### config.mk
export PLATFORM = sky130hd
export DESIGN_NAME = pipeline_stage_ctrl
export DESIGN_NICKNAME = d
export VERILOG_FILES = /design/src/rtl/pipeline_stage_ctrl_pkg.sv /design/src/rtl/pipeline_stage_ctrl_pipe_stage_reg.sv /design/src/rtl/pipeline_stage_ctrl.sv
export SDC_FILE = /design/constraint.sdc
export NUM_CORES = 1
export LEC_CHECK = 0
export BUFFER_PORTS_ARGS = -buffer_cell sky130_fd_sc_hd__buf_2
export CAP_MARGIN = 20
export CORE_MARGIN = 5
export CORE_UTILIZATION = 30
export DETAILED_ROUTE_END_ITERATION = 12
export GPL_ROUTABILITY_DRIVEN = 1
export PLACE_DENSITY = 0.61
export SYNTH_ARGS = -nofsm -noshare
export SYNTH_HDL_FRONTEND = slang
export SYNTH_HIERARCHICAL = 1
export SYNTH_SLANG_ARGS = --single-unit
### constraint.sdc
create_clock -name clk_i -period 1.55 [get_ports clk_i]
set_input_delay 0 -clock clk_i [delete_from_list [all_inputs] [get_ports clk_i]]
set_output_delay 0 -clock clk_i [all_outputs]
set_load 0.02 [all_outputs]
### src/rtl/pipeline_stage_ctrl_pkg.sv
// Shared types and constants for the pipeline stage controller.
// PC-source codes, FSM states, the per-stage sideband record and the redirect priority encoder.
package pipeline_stage_ctrl_pkg;

  localparam logic [1:0] PcSelSeq  = 2'd0;
  localparam logic [1:0] PcSelBr   = 2'd1;
  localparam logic [1:0] PcSelTrap = 2'd2;
  localparam logic [1:0] PcSelMret = 2'd3;

  typedef enum logic [1:0] {
    StRun,
    StStall,
    StRedirect
  } state_e;

  typedef struct packed {
    logic [4:0] rd;
    logic       is_load;
    logic       is_store;
  } side_t;

  localparam int unsigned SideW = $bits(side_t);

  // Branch outranks exception, which outranks mret.
  function automatic logic [1:0] pc_sel_f(logic br, logic excep, logic mret);
    if (br)         return PcSelBr;
    else if (excep) return PcSelTrap;
    else if (mret)  return PcSelMret;
    else            return PcSelSeq;
  endfunction

endpackage

### src/rtl/pipeline_stage_ctrl_pipe_stage_reg.sv
// One pipeline stage: valid bit plus sideband, with hold, bubble and kill controls.
// The sideband is zeroed whenever the stage does not hold a valid instruction.
module pipeline_stage_ctrl_pipe_stage_reg #(
  parameter int unsigned Width = 7
) (
  input  logic             clk_i,
  input  logic             reset_i,
  input  logic             valid_i,
  input  logic [Width-1:0] data_i,
  input  logic             hold_i,
  input  logic             bubble_i,
  input  logic             kill_i,
  output logic             valid_o,
  output logic [Width-1:0] data_o
);

  logic             valid_d, valid_q;
  logic [Width-1:0] data_d, data_q;

  always_comb begin
    valid_d = valid_i;
    data_d  = valid_i ? data_i : '0;
    if (bubble_i) begin
      valid_d = 1'b0;
      data_d  = '0;
    end else if (hold_i) begin
      valid_d = valid_q & ~kill_i;
      data_d  = valid_d ? data_q : '0;
    end
  end

  always_ff @(posedge clk_i) begin
    if (reset_i) begin
      valid_q <= 1'b0;
      data_q  <= '0;
    end else begin
      valid_q <= valid_d;
      data_q  <= data_d;
    end
  end

  assign valid_o = valid_q;
  assign data_o  = data_q;

endmodule

### src/rtl/pipeline_stage_ctrl.sv
// Applies hazard-unit stall/flush/redirect requests to the IF..WB valid bits and sideband,
// selects the PC source and tracks run/stall/redirect state plus a sticky stall timeout.
module pipeline_stage_ctrl
  import pipeline_stage_ctrl_pkg::*;
#(
  parameter int unsigned Xlen     = 32,
  parameter int unsigned MaxStall = 15,
  parameter int unsigned CntW     = 4
) (
  input  logic            clk_i,
  input  logic            reset_i,
  input  logic            stop_if_i,
  input  logic            stop_id_i,
  input  logic            set_invalid_if_i,
  input  logic            set_invalid_id_i,
  input  logic            set_invalid_ex_i,
  input  logic            set_invalid_mem_i,
  input  logic            took_branch_i,
  input  logic            any_excep_i,
  input  logic            ret_i,
  input  logic [Xlen-1:0] branch_target_i,
  input  logic [Xlen-1:0] trap_vector_i,
  input  logic [Xlen-1:0] mepc_i,
  input  logic [4:0]      id_rd_i,
  input  logic            id_is_load_i,
  input  logic            id_is_store_i,
  output logic            ex_invalid_o,
  output logic            mem_invalid_o,
  output logic            wb_invalid_o,
  output logic [4:0]      ex_rd_o,
  output logic [4:0]      mem_rd_o,
  output logic [4:0]      wb_rd_o,
  output logic            is_load_ex_o,
  output logic            is_store_ex_o,
  output logic            is_load_mem_o,
  output logic            pc_write_en_o,
  output logic [1:0]      pc_sel_o,
  output logic [Xlen-1:0] pc_next_redirect_o,
  output logic            if_id_en_o,
  output logic            id_ex_en_o,
  output logic            retire_o,
  output logic            redirect_busy_o,
  output logic            stall_timeout_o
);

  localparam logic [CntW-1:0] CntMax = CntW'(MaxStall);

  logic       valid_if_q;
  logic       valid_id, valid_ex, valid_mem, valid_wb;
  logic [0:0] id_data_unused;
  side_t      id_side, ex_side, mem_side, wb_side;
  logic       redirect, stalling;

  assign id_side  = '{rd: id_rd_i, is_load: id_is_load_i, is_store: id_is_store_i};
  assign pc_sel_o = pc_sel_f(took_branch_i, any_excep_i, ret_i);
  assign redirect = (pc_sel_o != PcSelSeq);
  assign stalling = stop_if_i | stop_id_i;

  always_ff @(posedge clk_i) begin
    if (reset_i) valid_if_q <= 1'b0;
    else         valid_if_q <= ~set_invalid_if_i;
  end

  // A branch empties ID even when ID is being held.
  pipeline_stage_ctrl_pipe_stage_reg #(.Width(1)) u_id (
    .clk_i    (clk_i),
    .reset_i  (reset_i),
    .valid_i  (valid_if_q & ~set_invalid_if_i),
    .data_i   (1'b0),
    .hold_i   (stop_id_i),
    .bubble_i (took_branch_i | (~stop_id_i & stop_if_i)),
    .kill_i   (set_invalid_id_i),
    .valid_o  (valid_id),
    .data_o   (id_data_unused)
  );

  pipeline_stage_ctrl_pipe_stage_reg #(.Width(SideW)) u_ex (
    .clk_i    (clk_i),
    .reset_i  (reset_i),
    .valid_i  (valid_id & ~set_invalid_id_i),
    .data_i   (id_side),
    .hold_i   (1'b0),
    .bubble_i (stop_id_i & ~took_branch_i),
    .kill_i   (1'b0),
    .valid_o  (valid_ex),
    .data_o   (ex_side)
  );

  pipeline_stage_ctrl_pipe_stage_reg #(.Width(SideW)) u_mem (
    .clk_i    (clk_i),
    .reset_i  (reset_i),
    .valid_i  (valid_ex & ~set_invalid_ex_i),
    .data_i   (ex_side),
    .hold_i   (1'b0),
    .bubble_i (1'b0),
    .kill_i   (1'b0),
    .valid_o  (valid_mem),
    .data_o   (mem_side)
  );

  pipeline_stage_ctrl_pipe_stage_reg #(.Width(SideW)) u_wb (
    .clk_i    (clk_i),
    .reset_i  (reset_i),
    .valid_i  (valid_mem & ~set_invalid_mem_i),
    .data_i   (mem_side),
    .hold_i   (1'b0),
    .bubble_i (1'b0),
    .kill_i   (1'b0),
    .valid_o  (valid_wb),
    .data_o   (wb_side)
  );

  // FSM and stall counter
  state_e          state_d, state_q;
  logic [CntW-1:0] cnt_d, cnt_q;
  logic            timeout_d, timeout_q;

  always_comb begin
    state_d = state_q;
    unique case (state_q)
      StRun, StStall, StRedirect: begin
        if (redirect)      state_d = StRedirect;
        else if (stalling) state_d = StStall;
        else               state_d = StRun;
      end
      default: state_d = StRun;
    endcase

    cnt_d = '0;
    if (!redirect && stalling) cnt_d = (cnt_q == CntMax) ? cnt_q : cnt_q + 1'b1;
    timeout_d = timeout_q | (cnt_d == CntMax);
  end

  always_ff @(posedge clk_i) begin
    if (reset_i) begin
      state_q   <= StRun;
      cnt_q     <= '0;
      timeout_q <= 1'b0;
    end else begin
      state_q   <= state_d;
      cnt_q     <= cnt_d;
      timeout_q <= timeout_d;
    end
  end

  always_comb begin
    pc_next_redirect_o = '0;
    unique case (pc_sel_o)
      PcSelBr:   pc_next_redirect_o = branch_target_i;
      PcSelTrap: pc_next_redirect_o = trap_vector_i;
      PcSelMret: pc_next_redirect_o = mepc_i;
      default:   pc_next_redirect_o = '0;
    endcase
  end

  assign pc_write_en_o   = ~stop_if_i | redirect;
  assign if_id_en_o      = ~stop_id_i | took_branch_i;
  assign id_ex_en_o      = 1'b1;
  assign retire_o        = valid_wb;
  assign redirect_busy_o = (state_q == StRedirect);
  assign stall_timeout_o = timeout_q;

  assign ex_invalid_o  = ~valid_ex;
  assign mem_invalid_o = ~valid_mem;
  assign wb_invalid_o  = ~valid_wb;
  assign ex_rd_o       = ex_side.rd;
  assign mem_rd_o      = mem_side.rd;
  assign wb_rd_o       = wb_side.rd;
  assign is_load_ex_o  = ex_side.is_load;
  assign is_store_ex_o = ex_side.is_store;
  assign is_load_mem_o = mem_side.is_load;

endmodule

=== After elaboration in Yosys (flattened, before gate mapping) ===
Index checks and enable logic that the tools add are counted.

* Memories kept: 0
* Output and inout bits: 61
* Flip-flop bits (word level): 33
* Logic and storage cells: 66
* Latch bits: 0
* Input bits: 114
* ROM bits: 0
* Bits in writable memories: 0

* Equal/unequal tests: 7
* Div/mod/pow operators: 0
* Reduce and logical (&&, ||, !) cells: 12
* Multiply operators: 0
* Shift-type cells: 0
* Add/sub/neg operators: 1
* Bitwise operators: 25
* Multiplexer cells: 9
* $lt $le $gt $ge: 0

{| class="wikitable"
|+ Operators by type and width
! operator !! number
|-
| case mux 32 bit (3 select lines) || 1
|-
| inverter 1 bit || 14
|-
| OR reduction 2 bit || 5
|-
| OR reduction 3 bit || 3
|-
| == test 4 bit (second input constant) || 2
|-
| two-way mux 2 bit || 4
|-
| two-way mux 4 bit || 2
|-
| AND 1 bit || 6
|-
| == test 2 bit (second input constant) || 3
|-
| bitwise OR 1 bit || 5
|-
| adder 4 x 1 -> 4 bit (second input constant) || 1
|-
| == test 2 x 1 -> 1 bit (second input constant) || 2
|-
| zero test 2 bit || 1
|-
| two-way mux 1 bit || 2
|-
| nonzero test 2 bit || 1
|-
| logical AND 1 bit || 1
|-
| zero test 1 bit || 1
|}

=== Longest topological paths before layout ===
Gate-level depths: netlist (run 1).

* Depth after elaboration: 9
* Depth in mapped cells: 6
* Depth with buffers taken out: 4

=== By module ===
The synthesis (run 1) kept the hierarchy.

{| class="wikitable"
|+ Modules (own cells, without submodules)
! module !! times used !! area each (µm²) !! cells each !! sequential area each (µm²)
|-
| pipeline_stage_ctrl_pipe_stage_reg at u_ex ... || 3 || 364.1 || 37 || 160.2
|-
| pipeline_stage_ctrl || 1 || 1,071.0 || 167 || 160.2
|-
| pipeline_stage_ctrl_pipe_stage_reg at u_id || 1 || 85.1 || 8 || 40.0
|}

=== Least setup slack after synthesis (run 1) ===
Ideal clock, no wire load.

* Path type: reg2reg
* Start: register cnt_q[0]
* End: register timeout_q (netlist: stall_timeout_o)
* Data required time: 1.462 ns
* Clock period less this slack: 1.264 ns
* Path buffers: 0
* Library setup time: 0.088 ns
* Stages on the path, launching flop included: 5
* Data arrival time: 1.176 ns
* Path slack: 0.286 ns
* Path through: dfxtp_1 > ha_1 > and4_1 > a31oi_1 > o32ai_2

* Word-level cells in the longest chain between the ends: 5
* Elaborated cells between the ends (all ways): 6
* Classes of those cells: 1 x add/sub; 2 x eq/ne; 2 x mux; 1 x bitwise

{| class="wikitable"
|+ Ends and longest elaborated chain
! element !! line !! text
|-
| start, declared || pipeline_stage_ctrl.sv:115 || <nowiki>logic [CntW-1:0] cnt_d, cnt_q;</nowiki>
|-
| start signal, assigned || pipeline_stage_ctrl.sv:141 || <nowiki>cnt_q <= cnt_d;</nowiki>
|-
| adder 4 x 1 -> 4 bit / == test 4 bit (equally long branches) || pipeline_stage_ctrl.sv:130 || <nowiki>if (!redirect && stalling) cnt_d = (cnt_q == CntMax) ? cnt_q : cnt_q + 1'b1;</nowiki>
|-
| two-way mux 4 bit * (2 in a row) || pipeline_stage_ctrl.sv:130 ||
|-
| == test 4 bit * || pipeline_stage_ctrl.sv:131 || <nowiki>timeout_d = timeout_q | (cnt_d == CntMax);</nowiki>
|-
| bitwise OR 1 bit * || pipeline_stage_ctrl.sv:131 ||
|-
| end signal, assigned || pipeline_stage_ctrl.sv:142 || <nowiki>timeout_q <= timeout_d;</nowiki>
|-
| end, declared || pipeline_stage_ctrl.sv:116 || <nowiki>logic timeout_d, timeout_q;</nowiki>
|}

Every way passes the cells marked *; elsewhere a longest branch is shown, timed or not.
A chain may end at the register's enable or synchronous reset.

=== Worst setup path in the final report (run 1) ===
Same ends and word-level chain as after synthesis.

==> results of run 1 <==
-- cell usage in the layout, fill, tap and decap left out, types with 6 or more instances in the layout --
cell,instances
o21ai_0,27
nand2_1,34
dlygate4sd3_1,9
clkbuf_8,6
dfxtp_1,30
nor2_1,10
nand3b_1,22
conb_1,43
inv_1,7
a21oi_1,24
nand4b_1,18
a22oi_1,32
buf_2,173
-- layout make-up --
| class | count | area [µm²] | area share, % |
|---|---|---|---|
| clock buffer | 6 | 82.58 | 2.547 |
| sequential | 30 | 600.6 | 18.53 |
| timing repair buffer | 188 | 1013 | 31.26 |
| tap | 80 | 100.1 | 3.088 |
| multi-input combinational | 245 | 1419 | 43.77 |
| inverter | 7 | 26.28 | 0.8105 |
-- worst max path at each step --
stage	depth (start not counted)	to	slack, ps
floorplan	4	stall_timeout_o	290
global placement	4	stall_timeout_o	230
detailed placement	4	stall_timeout_o	150
CTS	4	stall_timeout_o	130
global route	4	stall_timeout_o	20
finish	4	stall_timeout_o	130
-- power groups by stage --
stage | sequential (mW) | combinational [mW] | clock (mW)
floorplan | 0.796 | 0.316 | 0
global placement | 0.796 | 0.546 | 0
detailed placement | 0.796 | 0.551 | 0
CTS | 0.780 | 0.570 | 0.634
global route | 0.780 | 0.628 | 0.660
finish | 0.780 | 0.569 | 0.602
-- stage by stage --
stage          hold slack (ps)  power (mW)  instances  utilization [%]
6_report                 6.590       1.951        556            47.98
5_1_grt                  15.50       2.067        556            47.98
3_5_place_dp             183.5       1.348        541            45.43
2_1_floorplan            66.69       1.112        311                -
3_3_place_gp             182.8       1.342        541            45.43
4_1_cts                  3.427       1.984        556            47.98
-- flip-flops by register name, summed over array words and instances, names as in the netlist --
name	cells
valid_if_q	1
u_wb/data_o	5
u_id/valid_o	1
state_q	2
u_mem/data_o	6
u_ex/valid_o	1
u_mem/valid_o	1
u_ex/data_o	7
cnt_q	4
stall_timeout_o	1
u_wb/valid_o	1
-- routing by layer --
metal	vias to the layer above	track usage (%)
met5	-	0
met4	0	4.518
met3	9	7.080
met2	102	31.33
met1	1153	17.87
li1	1345	-
==> out/qor.txt, run 1 <==
Clk_lat worst skew: 270 ps
DRT Pass-1 Iters: 4
NetSw: 0.5772 mW
Gr usage total: 17.10%
Fraction of layout cells with a size suffix above 1: 40.55%
Cells after Synth: 270
Power Density: 601.8 nW/µm²
Area Growth Syn to Fin: 55.80%
Worst hold path class: in2reg
R2r worst-path depth: 4
Hold Path Cell Cnt: 2
H-Tree Depth: 2
DRT Wirelength: 7634 µm
Switch share: 29.58%
Final worst slack: 134.6 ps
WP data required: 1740 ps
Hold Path End: u_id/valid_o
Cell family with most CP delay: flip-flops
Routed len/inst: 13.73 µm
Mapped cell area: 2081 µm²
Vias: 2,609
Worst path buffer plus inverter count: 0
Cts bufs inserted: 5
Crit-path max FO: 7
DR vias/cell: 4.692
Max Clock Skew: 4.109 ps
Final hold vios: 0
Final antenna-violating net count: 0
DR top layer: met4
Power share of the sequential group: 40.0%
DRT met1 WL: 2770 µm
Port buffer count: 173
Core ar.: 6756 µm²
Worst setup path startpoint: cnt_q[0]
Initial drt markers: 48
RSZ-0062 raised after global routing: false
FF-to-FF Start: cnt_q[0]
WL met3: 808 µm
Crit path kind: reg2reg
Clock-pin transition on the worst setup and hold timing paths: 60 ps
Cell Area, Placed: 3069 µm²
Maximum VDD drop: 0.2578 mV
Comb power frac: 29.2%
Critical Path, Cell by Cell: ha_1 -> and4_1 -> a31oi_1 -> o32ai_2
Leakage power: 1.553 nW
FF-to-FF End: stall_timeout_o
Setup TNS Final: 0 ps
Clock power frac: 30.9%
HPWL after detailed placement: 6298 µm
Final net count: 592
Initial antenna violation count: 0
CTS tree: built
First-pass GRT wire length: 12,230 µm
WP data arrival: 1600 ps
Tmin final: 1415 ps
Largest net degree at the start of global routing: 59
Place WS: 146.4 ps
CTS sink cnt: 30
Residual DRC count: 0
Setup-failing EPs final: 0
Number of global-route vias before repair: 2,645
Cts repair resizes: 0
Die width: 93.28 µm
GRT Residual Overflow: 0
Post-CTS setup buffer count: 0
Fin crit share: 91.31%
# diodes: 0
Min-delay src: reset_i
Ys Warns: 6
Final Wtd Congestion: 0.8321
Fillers: 720
Met2 wire len: 3945 µm
Hold_buf cts: 9
Die ar.: 8701 µm²
Final instance area: 3242 µm²
CP startpoint kind: register
Flop-to-flop setup slack: 130 ps
# IOs: 175
Crit end category: register
Int Power: 1.374 mW
Clk Tree Root Cell: clkbuf_8
Status: complete, no violations
Slowest cell delay on critical path: 440 ps
# rows: 30
Initial core utilization: 30.80%
Die height: 93.28 µm
Avg Inst Size Synth: 7.706 µm²
Clock Path Buffers: 2
Slew Viols, Final: 0
Max Freq: 0.7065 GHz
Slowest cell on the critical path: dfxtp_1
Max cap viols: 0
(Power assumes the default switching activity.)
==> run 2: changes to the inputs <==
- PLACE_DENSITY: 0.61 -> 0.75
==> run 2 against run 1 <==
Compared with the run above: the flow now finishes with violations (negative hold slack); wire length shrank 1.8%; clock skew rose by 1.6 ps; critical path depth unchanged; maximum frequency down 0.65%; sequential share of layout area about the same; power is 9.9% higher; first-iteration DRC count grew to 2.5 times the previous value; via count increased by 0.38%; flip-flop and latch count did not move; core utilization about the same; global-route usage down 0.81 points; hold slack got worse by 14 ps; critical path type unchanged.
==> out/qor.txt, run 2 (synthesis gave the netlist of run 1 again) <==
FF+latch area: 600.6 µm² (unchanged)
Final Wtd Congestion: 0.8480 (was 0.8321)
Power Density: 661.9 nW/µm² (was 601.8 nW/µm²)
Maximum VDD drop: 0.2436 mV (was 0.2578 mV)
Max Clock Skew: 5.702 ps (was 4.109 ps)
Multi-input gate area: 1419 µm² (unchanged)
Final cell count without fillers: 556 (unchanged)
WP data arrival: 1620 ps (was 1600 ps)
Final net count: 590 (was 592)
Final Util: 47.94% (was 47.98%)
Failing checks: negative hold slack
NetSw: 0.6033 mW (was 0.5772 mW)
Crit path kind: reg2reg (unchanged)
Initial antenna violation count: 1 (was 0)
Gr usage total: 16.29% (was 17.10%)
Initial core utilization: 30.80% (unchanged)
Clk Tree Root Cell: clkbuf_8 (unchanged)
Hold Path Cell Cnt: 3 (was 2)
Area Growth Syn to Fin: 55.68% (was 55.80%)
CTS tree: built (unchanged)
Setup TNS Final: 0 ps (unchanged)
HPWL after detailed placement: 6115 µm (was 6298 µm)
Die height: 93.28 µm (unchanged)
GRT Residual Overflow: 0 (unchanged)
Vias: 2,619 (was 2,609)
Slew Viols, Final: 0 (unchanged)
Largest net degree at the start of global routing: 43 (was 59)
Max Freq: 0.7020 GHz (was 0.7065 GHz)
Crit end category: register (unchanged)
Power Total: 2.144 mW (was 1.951 mW)
# IOs: 175 (unchanged)
Final antenna-violating net count: 0 (unchanged)
Number of global-route vias before repair: 2,562 (was 2,645)
Most frequent cells in the layout: 173 x buf_2, 43 x conb_1, 34 x nand2_1 (unchanged)
DRT Pass-1 Iters: 4 (unchanged)
Max FFs per register: 7 (unchanged)
Post-CTS setup buffer count: 0 (unchanged)
Worst hold path class: in2reg (unchanged)
Hold slack: -7.541 ps (was 6.590 ps)
CP startpoint kind: register (unchanged)
Cts repair resizes: 0 (unchanged)
RSZ-0062 raised after global routing: false (unchanged)
Fraction of layout cells with a size suffix above 1: 41.05% (was 40.55%)
Dpl cells: 542 (was 541)
First-pass GRT wire length: 11,620 µm (was 12,230 µm)
H-Tree Depth: 2 (unchanged)
Cts bufs inserted: 5 (unchanged)
Final instance area: 3239 µm² (was 3242 µm²)
R2r worst-path depth: 4 (unchanged)
Core ar.: 6756 µm² (unchanged)
Routed len/inst: 13.48 µm (was 13.73 µm)
Switch share: 28.14% (was 29.58%)
Setup-failing EPs final: 0 (unchanged)
Clock Path Buffers: 2 (unchanged)
Power share of the sequential group: 36.4% (was 40.0%)
Die ar.: 8701 µm² (unchanged)
Comb power frac: 26.2% (was 29.2%)
Residual DRC count: 0 (unchanged)
CTS sink cnt: 30 (unchanged)
Commonest non-fill, non-tap cell in the layout: buf_2 (unchanged)
WP data required: 1740 ps (about the same)
DRT Wirelength: 7496 µm (was 7634 µm)
Clk_lat worst skew: 280 ps (was 270 ps)
Clock power frac: 37.4% (was 30.9%)
Status: finished, violations left (was complete, no violations)
Leakage power: 1.554 nW (was 1.553 nW)
Tmin final: 1425 ps (was 1415 ps)
Fillers: 688 (was 720)
Port buffer count: 173 (unchanged)
# rows: 30 (unchanged)
DR vias/cell: 4.710 (was 4.692)
Die width: 93.28 µm (unchanged)
Fin crit share: 91.91% (was 91.31%)
Max cap viols: 0 (unchanged)
Crit-path max FO: 7 (unchanged)
Cell Area, Placed: 3064 µm² (was 3069 µm²)
Hold_buf cts: 6 (was 9)
Final hold vios: 1 (was 0)
Initial drt markers: 121 (was 48)
Int Power: 1.541 mW (was 1.374 mW)
Clock-pin transition on the worst setup and hold timing paths: 60 ps (about the same)
-- run 2: changes by cell type in the layout (fill, tap and decap cells not counted) --
cell / before / now
buf_4: 5 / 7
bufinv_16: 0 / 1
diode_2: 0 / 1
buf_12: 1 / 0
dlygate4sd3_1: 9 / 6
-- run 2: final cells by class --
cell class              count  area share (%)
well taps                  80           3.090
flip-flops and latches     30           18.54
diodes                      1         0.07725
multi-input cells         245           43.80
clock buffers               6           2.549
clock inverters             1          0.9270
inverters                   7          0.8111
repair buffers            186           30.20
-- run 2: metrics by stage --
step / worst slack, ps / hold slack [ps]
global route: 21.78 / 11.64
CTS: 130.4 / 2.860
finish: 125.4 / -7.541
global placement: 247.8 / 171.8
detailed placement: 138.4 / 175.6
floorplan: 285.8 / 66.69
-- run 2: final timing paths --
kind,start,end,slack [ps]
max reg2reg,cnt_q[0],stall_timeout_o,130
min reg2reg,state_q[1],state_q[0],470
min,id_is_store_i,u_ex/data_o[0],-8
max,cnt_q[0],stall_timeout_o,130
-- run 2: power by group through the flow --
stage          clock (mW)  combinational [mW]  sequential (mW)
2_1_floorplan           0               0.316            0.796
3_3_place_gp            0               0.541            0.796
3_5_place_dp            0               0.546            0.796
4_1_cts             0.829               0.560            0.779
5_1_grt             0.871               0.617            0.779
6_report            0.802               0.563            0.779
-- run 2: routing by layer --
metal / part of all wire [%] / GRT usage [%] / vias to the layer above
met5: 0 / 0 / -
met4: 2.7 / 6.838 / 0
met3: 7.6 / 4.425 / 14
met2: 51 / 28.53 / 103
met1: 39 / 18.48 / 1156
li1: - / - / 1346
-- run 2: critical path: stages (launching register included) --
cell	delay (ps)
dfxtp_1	450
ha_1	320
and4_1	260
a31oi_1	60
o32ai_2	250
